==> src/rtl/ws281x_pkg.sv <==
// Shared types for the ws281x pixel RAM arbiter.
// Holds default widths and the commit/swap FSM state encoding.
package ws281x_pkg;
   localparam int ADDR_W_DEF = 6;
   localparam int DATA_W_DEF = 32;

   typedef enum logic [1:0] {
      IDLE = 2'd0,
      PEND = 2'd1,
      SWAP = 2'd2
   } arb_state_t;
endpackage

==> src/rtl/ws281x_bank_sel.sv <==
// Front/back bank selector: front-bank toggle, frame_busy tracking and
// the commit FSM (IDLE/PEND/SWAP).
// Ports: clk_i, rst_i (sync, active high), wr_commit_i, rd_frame_done_i in;
//        front_o (front bank), idle_o (host writes allowed),
//        wr_done_o (1-cycle swap pulse), ovr_o (sticky commit overrun) out.
module ws281x_bank_sel
   import ws281x_pkg::*;
(
   input  logic clk_i,
   input  logic rst_i,
   input  logic wr_commit_i,
   input  logic rd_frame_done_i,
   output logic front_o,
   output logic idle_o,
   output logic wr_done_o,
   output logic ovr_o
);

   arb_state_t state_q, state_d;
   logic       front_q, front_d;
   logic       busy_q, busy_d;
   logic       ovr_q, ovr_d;
   logic       done;

   always_ff @(posedge clk_i) begin
      if (rst_i) begin
         state_q <= IDLE;
         front_q <= 1'b0;
         busy_q  <= 1'b0;
         ovr_q   <= 1'b0;
      end else begin
         state_q <= state_d;
         front_q <= front_d;
         busy_q  <= busy_d;
         ovr_q   <= ovr_d;
      end
   end

   always_comb begin
      state_d = state_q;
      front_d = front_q;
      busy_d  = busy_q;
      ovr_d   = ovr_q;
      done    = 1'b0;
      if (rd_frame_done_i)
         busy_d = 1'b0;
      unique case (state_q)
         IDLE: begin
            // A frame ending in the same cycle as the commit frees the
            // reader right away, so no need to wait in PEND.
            if (wr_commit_i)
               state_d = (busy_q & ~rd_frame_done_i) ? PEND : SWAP;
         end
         PEND: begin
            if (wr_commit_i)
               ovr_d = 1'b1;
            if (rd_frame_done_i)
               state_d = SWAP;
         end
         SWAP: begin
            front_d = ~front_q;
            // Reader starts the new frame now; set beats a same-cycle clear.
            busy_d  = 1'b1;
            done    = 1'b1;
            if (wr_commit_i)
               ovr_d = 1'b1;
            state_d = IDLE;
         end
         default: state_d = IDLE;
      endcase
   end

   assign front_o   = front_q;
   assign idle_o    = (state_q == IDLE);
   assign wr_done_o = done & ~rst_i;
   assign ovr_o     = ovr_q;

endmodule

==> src/rtl/ws281x_ram_arb.sv <==
// Single-port pixel RAM arbiter with double-buffered banks: host writes
// the back bank, ws281x_ctrl reads the front bank; commits swap at frame end.
// Ports: host write (wr_vld_i/wr_rdy_o/wr_addr_i/wr_data_i/wr_commit_i),
//        reader (rd_en_i/rd_addr_i/rd_data_o/rd_frame_done_i/wr_done_o),
//        RAM (ram_en_o/ram_we_o/ram_addr_o/ram_wdata_o/ram_rdata_i), ovr_o.
module ws281x_ram_arb
   import ws281x_pkg::*;
#(
   parameter int ADDR_W = ADDR_W_DEF,
   parameter int DATA_W = DATA_W_DEF
) (
   input  logic              clk_i,
   input  logic              rst_i,
   input  logic              wr_vld_i,
   output logic              wr_rdy_o,
   input  logic [ADDR_W-1:0] wr_addr_i,
   input  logic [DATA_W-1:0] wr_data_i,
   input  logic              wr_commit_i,
   input  logic              rd_en_i,
   input  logic [ADDR_W-1:0] rd_addr_i,
   output logic [DATA_W-1:0] rd_data_o,
   input  logic              rd_frame_done_i,
   output logic              wr_done_o,
   output logic              ram_en_o,
   output logic              ram_we_o,
   output logic [ADDR_W:0]   ram_addr_o,
   output logic [DATA_W-1:0] ram_wdata_o,
   input  logic [DATA_W-1:0] ram_rdata_i,
   output logic              ovr_o
);

   logic front;
   logic idle;
   logic rd_go;
   logic wr_go;

   ws281x_bank_sel u_bank_sel (
      .clk_i           (clk_i),
      .rst_i           (rst_i),
      .wr_commit_i     (wr_commit_i),
      .rd_frame_done_i (rd_frame_done_i),
      .front_o         (front),
      .idle_o          (idle),
      .wr_done_o       (wr_done_o),
      .ovr_o           (ovr_o)
   );

   assign rd_go    = rd_en_i & ~rst_i;
   assign wr_rdy_o = ~rd_en_i & idle & ~rst_i;
   assign wr_go    = wr_vld_i & wr_rdy_o;

   always_comb begin
      ram_en_o    = 1'b0;
      ram_we_o    = 1'b0;
      ram_addr_o  = '0;
      ram_wdata_o = '0;
      if (rd_go) begin
         ram_en_o   = 1'b1;
         ram_addr_o = {front, rd_addr_i};
      end else if (wr_go) begin
         ram_en_o    = 1'b1;
         ram_we_o    = 1'b1;
         ram_addr_o  = {~front, wr_addr_i};
         ram_wdata_o = wr_data_i;
      end
   end

   assign rd_data_o = ram_rdata_i;

endmodule

==> config.mk <==
export PLATFORM = sky130hd
export DESIGN_NAME = ws281x_ram_arb
export DESIGN_NICKNAME = d
export VERILOG_FILES = /design/src/rtl/ws281x_pkg.sv /design/src/rtl/ws281x_bank_sel.sv /design/src/rtl/ws281x_ram_arb.sv
export SDC_FILE = /design/constraint.sdc
export NUM_CORES = 1
export LEC_CHECK = 0
export CAP_MARGIN = 15
export CORE_AREA = 3 3 61 63
export CTS_CLUSTER_DIAMETER = 30
export CTS_CLUSTER_SIZE = 10
export DETAILED_ROUTE_END_ITERATION = 10
export DIE_AREA = 0 0 64 66
export DONT_BUFFER_PORTS = 1
export PLACE_DENSITY = 0.48
export SLEW_MARGIN = 10
export SYNTH_ARGS = -nofsm -noshare
export SYNTH_HDL_FRONTEND = slang
export SYNTH_SLANG_ARGS = --single-unit
export TNS_END_PERCENT = 20
==> constraint.sdc <==
create_clock -name clk_i -period 3.2 [get_ports clk_i]
set_input_delay 0.32 -clock clk_i [delete_from_list [all_inputs] [get_ports clk_i]]
set_output_delay 0.32 -clock clk_i [all_outputs]
set_load 0.02 [all_outputs]
==> impl_metrics.yaml <==
die:
  die_area_mm2: 0.00422
  die_h_um: 66
  num_io_pins: 158
  fp.dieW_um: 64
  initial_core_util_pct: 25.3
  row_count: 21
  core_area_mm2: 0.00328
critical_path:
  cp_cell_sequence: "inv_1 -> ha_1 -> nor3b_4 -> buf_4 -> and2_4 -> a22o_1"
  worstSetupPathType: "reg2out"
  cp.required_ns: 2.88
  crit_start: "u_bank_sel.state_q[0]"
  cp_top_family: "simple AND/OR/NAND/NOR gates"
  critical_path.max_stage_delay_ns: 0.32
  cp.depth: 6
  critPathCaptureType: "output pin"
  cp_slowest_cell: "dfxtp_1"
  timing.rr.end: "u_bank_sel.state_q[0]"
  ff2ff_setup_slack_ns: 2.02
  worstReg2RegStart: "u_bank_sel.state_q[0]"
  cp.arrival_ns: 1.95
  reg2reg_depth: 5
  worst_setup_path_start_kind: "flip-flop"
  crit_fanout: 34
  crit_buf_inv: 2
cells_and_area:
  most-common-layout-cells: "and3_1, a22o_1, a21oi_1, dfxtp_1"
  diodes: 0
  finish.utilization_pct: 19.5
  layout_commonest_cell: "and3_1"
  area_delta_synth_final_pct: -22.9
  drive_above_1_share_pct: 10.7
  fillCellCount: 380
  nets: 161
global_route:
  grt_pass1_wl_um: 3280
  antenna_found_initial: 0
  gr-usage-all-layers_pct: 10.1
  grt.overflow.total: 0
  grt_max_degree: 35
  grt_pass1_vias: 564
cts:
  numCtsBuffers: 3
  cts_max_level: 1
  cts_tree: "done"
  post_cts_resized: 0
  ctsRootBufferMaster: "clkbuf_4"
  clockBufferDepth: 2
  cts_setup_buffers: 0
  cts.sinks: 5
  cts_hold_buf: 0
  clkTransAtPathRegs_ns: 0.05
  clk_latency_ns: 0.24
detailed_routing:
  drt_pass1_iterations: 2
  drt_iter0_drc: 10
  vias: 600
  wire_per_inst_um: 20.9
  vias_per_cell: 4.96
  ant_nets: 0
  routed_wl_um: 2520
  drc: 0
power_and_ir_drop:
  p_leak_nw: 0.355
  ir_drop_mv: 0.171
  power_density_mw_per_mm2: 367
sta:
  max_freq_mhz: 440
  rsz0062_at_grt: "no"
  finClkSkew_ns: 0.00630
  setup_viol: 0
  timing.final.crit_share_pct: 71.0
  tightest_slew_ns: 0.493
  max-slew-margin-rel_pct: 67.1
  post-route-min-period_ns: 2.27
  setup-tns-final_ns: 0
  drv_slew: 0
  hold_viol: 0
yosys:
  synthesis.instances: 110
  ys_seq_elements: 5
  synth_top_family_by_area: "buffers and inverters"
  yosys_warnings: 0
  syn_nets: 195
  ys_seq_area_share_pct: 12.1
  synth-compound-area-share_pct: 10.6
  synthMuxAreaShare_pct: 1.36
  avgSynthCellArea_um2: 7.54
  synth_simple_gate_area_share_pct: 35.1
  synth_xor_area_share_pct: 1.06
  syn-cell-area_um2: 830
  synth.distinct_cells: 24
  synth_fa_ha_area_share_pct: 4.52
status:
  status: "finished clean"
min_path:
  whs_path_depth: 1
  hp-start: "rst_i"
  min_to: "u_bank_sel.ovr_o"
  hold_path.class: "in2reg"
placement:
  gp_congestion: 0.659
  portBuffers: 0
  dp_hpwl_um: 2180
run:
  cap_viol_max_count: 0
state kept, by name (all words and copies together) (netlist names):
register,count
u_bank_sel.ovr_o,1
u_bank_sel.busy_q,1
u_bank_sel.front_o,1
u_bank_sel.state_q,2
how the worst max path moves through the flow:
stage | to | slack (ns)
3_5_place_dp | ram_addr_o[2] | 1.19
6_report | ram_addr_o[2] | 0.93
2_1_floorplan | ram_addr_o[0] | 1.51
5_1_grt | ram_addr_o[1] | 0.80
4_1_cts | ram_addr_o[2] | 0.92
3_3_place_gp | ram_addr_o[0] | 1.27
Yosys cell counts, drive strengths merged:
cell type / n / area (µm²)
nor3b: 2 / 26.3
clkbuf: 6 / 25.0
ha: 3 / 37.5
and2b: 1 / 7.51
a22o: 6 / 52.6
dfxtp: 5 / 100
o21ba: 1 / 10.0
nor2: 3 / 11.3
and2: 1 / 8.76
buf: 34 / 256
nand2b: 2 / 12.5
or2: 1 / 6.26
inv: 3 / 11.3
nor3: 1 / 5.00
xnor2: 1 / 8.76
mux2: 1 / 11.3
a21oi: 5 / 25.0
and3: 32 / 200
nor2b: 1 / 6.26
nand3b: 1 / 7.51
cell families after synthesis:
family / count (synthesis)
AOI/OAI and AO/OA: 12
muxes: 1
adders and majority gates: 3
and+or+nand+nor: 45
DFF: 5
xor gates and xnor gates: 1
buffers and inverters: 43
cell type report:
| type | instances | area [µm²] | area share, % |
|---|---|---|---|
| Timing Repair Buffer | 1 | 7.51 | 1.17 |
| Clock buffer | 4 | 26.3 | 4.11 |
| Inverter | 3 | 11.3 | 1.76 |
| Tap cell | 46 | 57.6 | 9.00 |
| Multi-Input combinational cell | 62 | 437 | 68.3 |
| Sequential cell | 5 | 100 | 15.7 |
routing by layer:
layer,GRT usage [%],vias to the layer above,share of wire [%]
met5,0,-,0
met4,5.12,0,1.1
met3,6.46,8,16
met2,14.1,55,47
met1,11.9,260,37
li1,-,277,-
stage by stage:
| stage | cells | hold slack [ns] | cell area, µm² | setup slack [ns] | power (mW) |
|---|---|---|---|---|---|
| 2_1_floorplan | 110 | 0.392 | 830 | 1.51 | 0.214 |
| 3_3_place_gp | 117 | 0.395 | 613 | 1.27 | 0.160 |
| 3_5_place_dp | 117 | 0.396 | 613 | 1.19 | 0.163 |
| 4_1_cts | 121 | 0.133 | 639 | 0.925 | 0.239 |
| 5_1_grt | 121 | 0.133 | 639 | 0.804 | 0.248 |
| 6_report | 121 | 0.141 | 639 | 0.927 | 0.234 |
worst register-to-register path: cells and delay by family, from the launching register on:
kind	cells	cell delay (ns)
AND/OR/NAND/NOR	1	0.12
adder cells (fa/ha/maj)	1	0.23
flip-flops	1	0.34
AO/OA/AOI/OAI	2	0.30
buffers and inverters	1	0.08
power breakdown:
| part | switching (mW) | internal [mW] | total (mW) |
|---|---|---|---|
| Sequential | 0.00641 | 0.0695 | 0.0759 |
| Combinational | 0.0561 | 0.0286 | 0.0847 |
| Clock | 0.0266 | 0.0472 | 0.0738 |
Power figures use the tool's default switching activity.
